$ cat config.mk
export PLATFORM = sky130hd
export DESIGN_NAME = mul_result_fifo
export DESIGN_NICKNAME = d
export VERILOG_FILES = /design/src/rtl/mul_result_fifo.sv
export SDC_FILE = /design/constraint.sdc
export NUM_CORES = 1
export LEC_CHECK = 0
export CAP_MARGIN = 30
export CORE_UTILIZATION = 49
export DETAILED_ROUTE_END_ITERATION = 7
export GPL_ROUTABILITY_DRIVEN = 0
export PLACE_DENSITY_LB_ADDON = 0.05
export SETUP_SLACK_MARGIN = 0.02
export SLEW_MARGIN = 40
export SYNTH_ARGS = -nofsm -noshare
export SYNTH_HDL_FRONTEND = slang
export SYNTH_SLANG_ARGS = --single-unit
$ cat constraint.sdc
create_clock -name clk_i -period 2.4 [get_ports clk_i]
set_input_delay 0.72 -clock clk_i [delete_from_list [all_inputs] [get_ports clk_i]]
set_output_delay 0.72 -clock clk_i [all_outputs]
set_load 0.03 [all_outputs]
$ cat src/rtl/mul_result_fifo.sv
// mul_result_fifo: small first-word-fall-through queue that captures one product from an
// upstream shift-add multiplier per completion, i.e. per rising edge of the level-sensitive
// done_i flag.
//
// Parameters:
//   W     - product width in bits
//   DEPTH - number of entries (power of two, >= 2)
//
// Ports:
//   clk_i   - clock, all state updates on the rising edge
//   rst_i   - synchronous active-low reset
//   prod_i  - product bus from the multiplier
//   done_i  - multiplier completion flag (level, held while prod_i is stable)
//   data_o  - head-of-queue product (zero while the queue is empty)
//   valid_o - data_o holds a valid entry
//   ready_i - consumer accepts data_o this cycle
//   count_o - current occupancy
//   full_o  - occupancy equals DEPTH
//   ovf_o   - sticky dropped-push flag, present only when MUL_RESULT_FIFO_OVF_EN is defined
//
// Optional feature macro: MUL_RESULT_FIFO_OVF_EN
module mul_result_fifo #(
  parameter int unsigned W     = 16,
  parameter int unsigned DEPTH = 4
) (
  input  logic                     clk_i,
  input  logic                     rst_i,
  input  logic [W-1:0]             prod_i,
  input  logic                     done_i,
  output logic [W-1:0]             data_o,
  output logic                     valid_o,
  input  logic                     ready_i,
  output logic [$clog2(DEPTH):0]   count_o,
`ifdef MUL_RESULT_FIFO_OVF_EN
  output logic                     full_o,
  output logic                     ovf_o
`else
  output logic                     full_o
`endif
);

  localparam int unsigned AW = $clog2(DEPTH);
  localparam int unsigned CW = AW + 1;

  logic [W-1:0]  r_mem [DEPTH];
  logic [AW-1:0] r_wptr;
  logic [AW-1:0] r_rptr;
  logic [CW-1:0] r_count;
  logic          r_done;

  logic          w_valid;
  logic          w_full;
  logic          w_push_evt;
  logic          w_pop;
  logic          w_push;
  logic          w_drop;

  // Outputs derive only from registered state.
  assign w_valid = (r_count != '0);
  assign w_full  = (r_count == CW'(DEPTH));

  // One capture per completion: only the rising edge of done_i counts.
  assign w_push_evt = done_i & ~r_done;
  assign w_pop      = w_valid & ready_i;
  // When full, a simultaneous pop frees the slot being written.
  assign w_push     = w_push_evt & (~w_full | w_pop);
  assign w_drop     = w_push_evt & w_full & ~w_pop;

  always_ff @(posedge clk_i) begin
    if (!rst_i) begin
      r_wptr  <= '0;
      r_rptr  <= '0;
      r_count <= '0;
      // Treat done_i as already high so a level held across reset is not captured.
      r_done  <= 1'b1;
    end else begin
      r_done <= done_i;
      if (w_push) r_wptr <= r_wptr + AW'(1);
      if (w_pop)  r_rptr <= r_rptr + AW'(1);
      unique case ({w_push, w_pop})
        2'b10:   r_count <= r_count + CW'(1);
        2'b01:   r_count <= r_count - CW'(1);
        default: r_count <= r_count;
      endcase
    end
  end

  // Storage has no reset; stale entries are masked by the occupancy count.
  always_ff @(posedge clk_i) begin
    if (rst_i && w_push) r_mem[r_wptr] <= prod_i;
  end

`ifdef MUL_RESULT_FIFO_OVF_EN
  logic r_ovf;

  always_ff @(posedge clk_i) begin
    if (!rst_i) begin
      r_ovf <= 1'b0;
    end else if (w_drop) begin
      r_ovf <= 1'b1;
    end
  end

  assign ovf_o = r_ovf;
`else
  logic w_unused_drop;
  assign w_unused_drop = w_drop;
`endif

  assign data_o  = w_valid ? r_mem[r_rptr] : '0;
  assign valid_o = w_valid;
  assign count_o = r_count;
  assign full_o  = w_full;

endmodule

==> flow_metrics.env <==
export IMPL_hp_class="reg -> reg"
export IMPL_slew_headroom_pct=79.5
export IMPL_cts_root_buf="clkbuf_8"
export IMPL_timing_final_hold_violations=0
export IMPL_diodes=0
export IMPL_synth_mux_area_share_pct=13.0
export IMPL_synth_compound_area_share_pct=1.51
export IMPL_period_needed_ns=2.46
export IMPL_ys_warnings_count=0
export IMPL_cp_slowest_cell="mux4_2"
export IMPL_fp_dieW_um=80.2
export IMPL_die_area_mm2=0.00642
export IMPL_crit_type="reg -> out"
export IMPL_min_period_over_period_pct=102
export IMPL_synth_area_leaders="edfxtp_1 64%, mux4_2 12%, dfxtp_1 6.7%"
export IMPL_nNetsFinal=263
export IMPL_cts_sinks=74
export IMPL_synth_top_family_by_area="multiplexers"
export IMPL_worst_slack_ns=-0.0563
export IMPL_p_leak_uw=0.00148
export IMPL_core_area_mm2=0.00592
export IMPL_htreeDepth=3
export IMPL_vias_per_cell=5.25
export IMPL_clock_latency_ns=0.34
export IMPL_synth_xor_area_share_pct=1.17
export IMPL_place_hpwl_um=3820
export IMPL_dr_total_vias=1670
export IMPL_synth_most_common_cell="edfxtp_1"
export IMPL_ant_nets=0
export IMPL_ir_worst_vdd_mv=0.473
export IMPL_crit_buf_inv=3
export IMPL_cts_buffer_depth=2
export IMPL_post_place_ws_ns=-0.371
export IMPL_finClkSkew_ns=0.00652
export IMPL_worstPathRequired_ns=1.68
export IMPL_overflow=0
export IMPL_wl_um=5470
export IMPL_rows=28
export IMPL_powerDensity_mw_per_mm2=818
export IMPL_violations="negative setup slack"
export IMPL_cpPeakStageDelay_ns=0.49
export IMPL_yosys_area_share_simple_pct=8.44
export IMPL_synth_top_area_share_pct=64.2
export IMPL_drtIter0Drc=137
export IMPL_grt_pass1_wl_um=8620
export IMPL_area_growth_pct=34.2
export IMPL_crit_family="multiplexers"
export IMPL_first_pass_iters=4
export IMPL_grt_pass1_vias=1712
export IMPL_ys_flop_type="edfxtp_1"
export IMPL_cp_max_fo=5
export IMPL_synth_area_leader_cell="edfxtp_1"
export IMPL_synth_commonest_cells="64 x edfxtp_1, 21 x and2_1, 16 x mux4_2, 10 x dfxtp_1, 6 x and3_1"
export IMPL_critical_path_arrival_ns=1.74
export IMPL_synth_area_mm2=0.00299
export IMPL_ys_seq_elements=74
export IMPL_status="finished with violations"
export IMPL_cts_buffers=9
export IMPL_die_y_um=80.2
export IMPL_setup_viol=8
export IMPL_synth_edf_count=64
export IMPL_initial_utilization_pct=50.5
export IMPL_wire_per_inst_um=17.2
export IMPL_clk_pin_slew_ns=0.08
export IMPL_synth_area_per_cell_um2=18.2
export IMPL_whs_ns=0.583
export IMPL_slew_violations=0
export IMPL_drive_above_1_share_pct=42.4
export IMPL_grt_util_all_layers_pct=19.2
export IMPL_max_slew_worst_pin_slew_ns=0.306
export IMPL_path_cells="buf_8 -> buf_12 -> mux4_2 -> and2_4 -> buf_6"
export IMPL_drt_drc_violations_left=0
export IMPL_grt_setup_unrepaired="true"
export IMPL_cts_tree="yes"
export IMPL_synthCells=164
export IMPL_io_pins=41
export IMPL_syn_nets=189
export IMPL_synth_fa_ha_area_share_pct=2.34
export IMPL_portBuffers=40
export IMPL_synthArstFlopShare_pct=0
export IMPL_max_freq_ghz=0.407
export IMPL_num_fill_cells=410
export IMPL_antenna_found_initial=0
export IMPL_yosysUniqueCellTypes=31
export IMPL_drv_cap=0
export IMPL_crit_path_end_kind="output pin"
export IMPL_grt_start_max_net_pins=13
export IMPL_start_kind="flop"
export IMPL_yosysSeqAreaShare_pct=70.9
==> layout make-up <==
class	count	area, µm²	share of cell area [%]
Sequential cell	74	2130	53.0
Timing Repair Buffer	72	697	17.3
Inverter	6	22.5	0.561
Clock inverter	5	103	2.55
Clock buffer	11	131	3.27
Multi-Input combinational cell	75	841	20.9
Tap cell	75	93.8	2.34
==> registers in the layout, indices dropped and copies added, names as in the netlist, named ones only <==
signal   cells
r_rptr       2
r_mem       64
r_done       1
r_wptr       2
count_o      3
==> layout by cell type (no fill, tap or decap), types with 2 or more instances in the layout <==
cell,instances
clkbuf_8,9
nand2_1,3
ha_1,4
dfxtp_1,6
buf_4,27
and2_1,6
clkbuf_1,2
a21oi_1,2
mux4_2,16
buf_12,2
buf_6,17
bufinv_16,3
and3_1,6
and2_4,15
clkdlybuf4s50_1,21
edfxtp_1,64
dfxtp_2,3
xnor2_1,3
mux2i_1,3
nand3_1,3
inv_1,5
==> worst register-to-register path, stage by stage, from the launching register on <==
cell,delay (ns)
dfxtp_2,0.34
or3_4,0.14
buf_4,0.15
nand3_1,0.12
fa_2,0.36
or3_1,0.37
and3_1,0.21
o31a_1,0.29
==> worst paths after layout <==
path,start,endpoint,slack (ns),depth (start not counted)
max,flop,data_o[13],-0.06,5
min,r_wptr[1]$_SDFFE_PN0P_,r_wptr[1]$_SDFFE_PN0P_,0.58,2
max reg2reg,count_o[1]$_SDFFE_PN0P_,count_o[2]$_SDFFE_PN0P_,0.32,7
min reg2reg,r_wptr[1]$_SDFFE_PN0P_,r_wptr[1]$_SDFFE_PN0P_,0.58,2
==> cell families (layout without fill, tap and decap cells) <==
| family | Yosys count | count (layout) |
|---|---|---|
| DFF | 74 | 74 |
| AOI/OAI and AO/OA | 6 | 6 |
| buffers and inverters | 15 | 94 |
| xor gates and xnor gates | 4 | 4 |
| adders and majority gates | 5 | 5 |
| muxes | 19 | 19 |
| and+or+nand+nor | 41 | 41 |
==> power breakdown <==
group	internal (µW)	switching (µW)	total, µW
Combinational	380	338	718
Clock	690	445	1130
Sequential	1420	14.7	1430
Total	2490	797	3290
==> layer usage <==
metal	vias to the layer above	wire (µm)	global-route usage (%)
met5	-	0	0
met4	0	124	11.8
met2	37	2920	31.6
met1	847	2270	23.5
met3	12	148	3.64
li1	774	-	-
==> stage by stage <==
| stage | power (µW) | utilization (%) | instances | cell area (µm²) | TNS (ns) |
|---|---|---|---|---|---|
| 2_1_floorplan | 1810 | - | 164 | 3000 | 0 |
| 3_3_place_gp | 2050 | 61.5 | 298 | 3640 | -4.00 |
| 3_5_place_dp | 2070 | 61.5 | 298 | 3640 | -6.15 |
| 4_1_cts | 3240 | 67.0 | 316 | 3970 | -1.68 |
| 5_1_grt | 3410 | 67.9 | 318 | 4020 | -0.977 |
| 6_report | 3290 | 67.9 | 318 | 4020 | -0.262 |
==> timing repair <==
| item | CTS | global route |
|---|---|---|
| hold buffers | 0 | 0 |
| buffers inserted | 2 | 2 |
| cloned | 0 | 0 |
| endpoints found under the setup margin | 19 | 18 |
| pin swaps | 2 | 13 |
| gates resized for setup | 83 | 62 |
(Power assumes the default switching activity.)
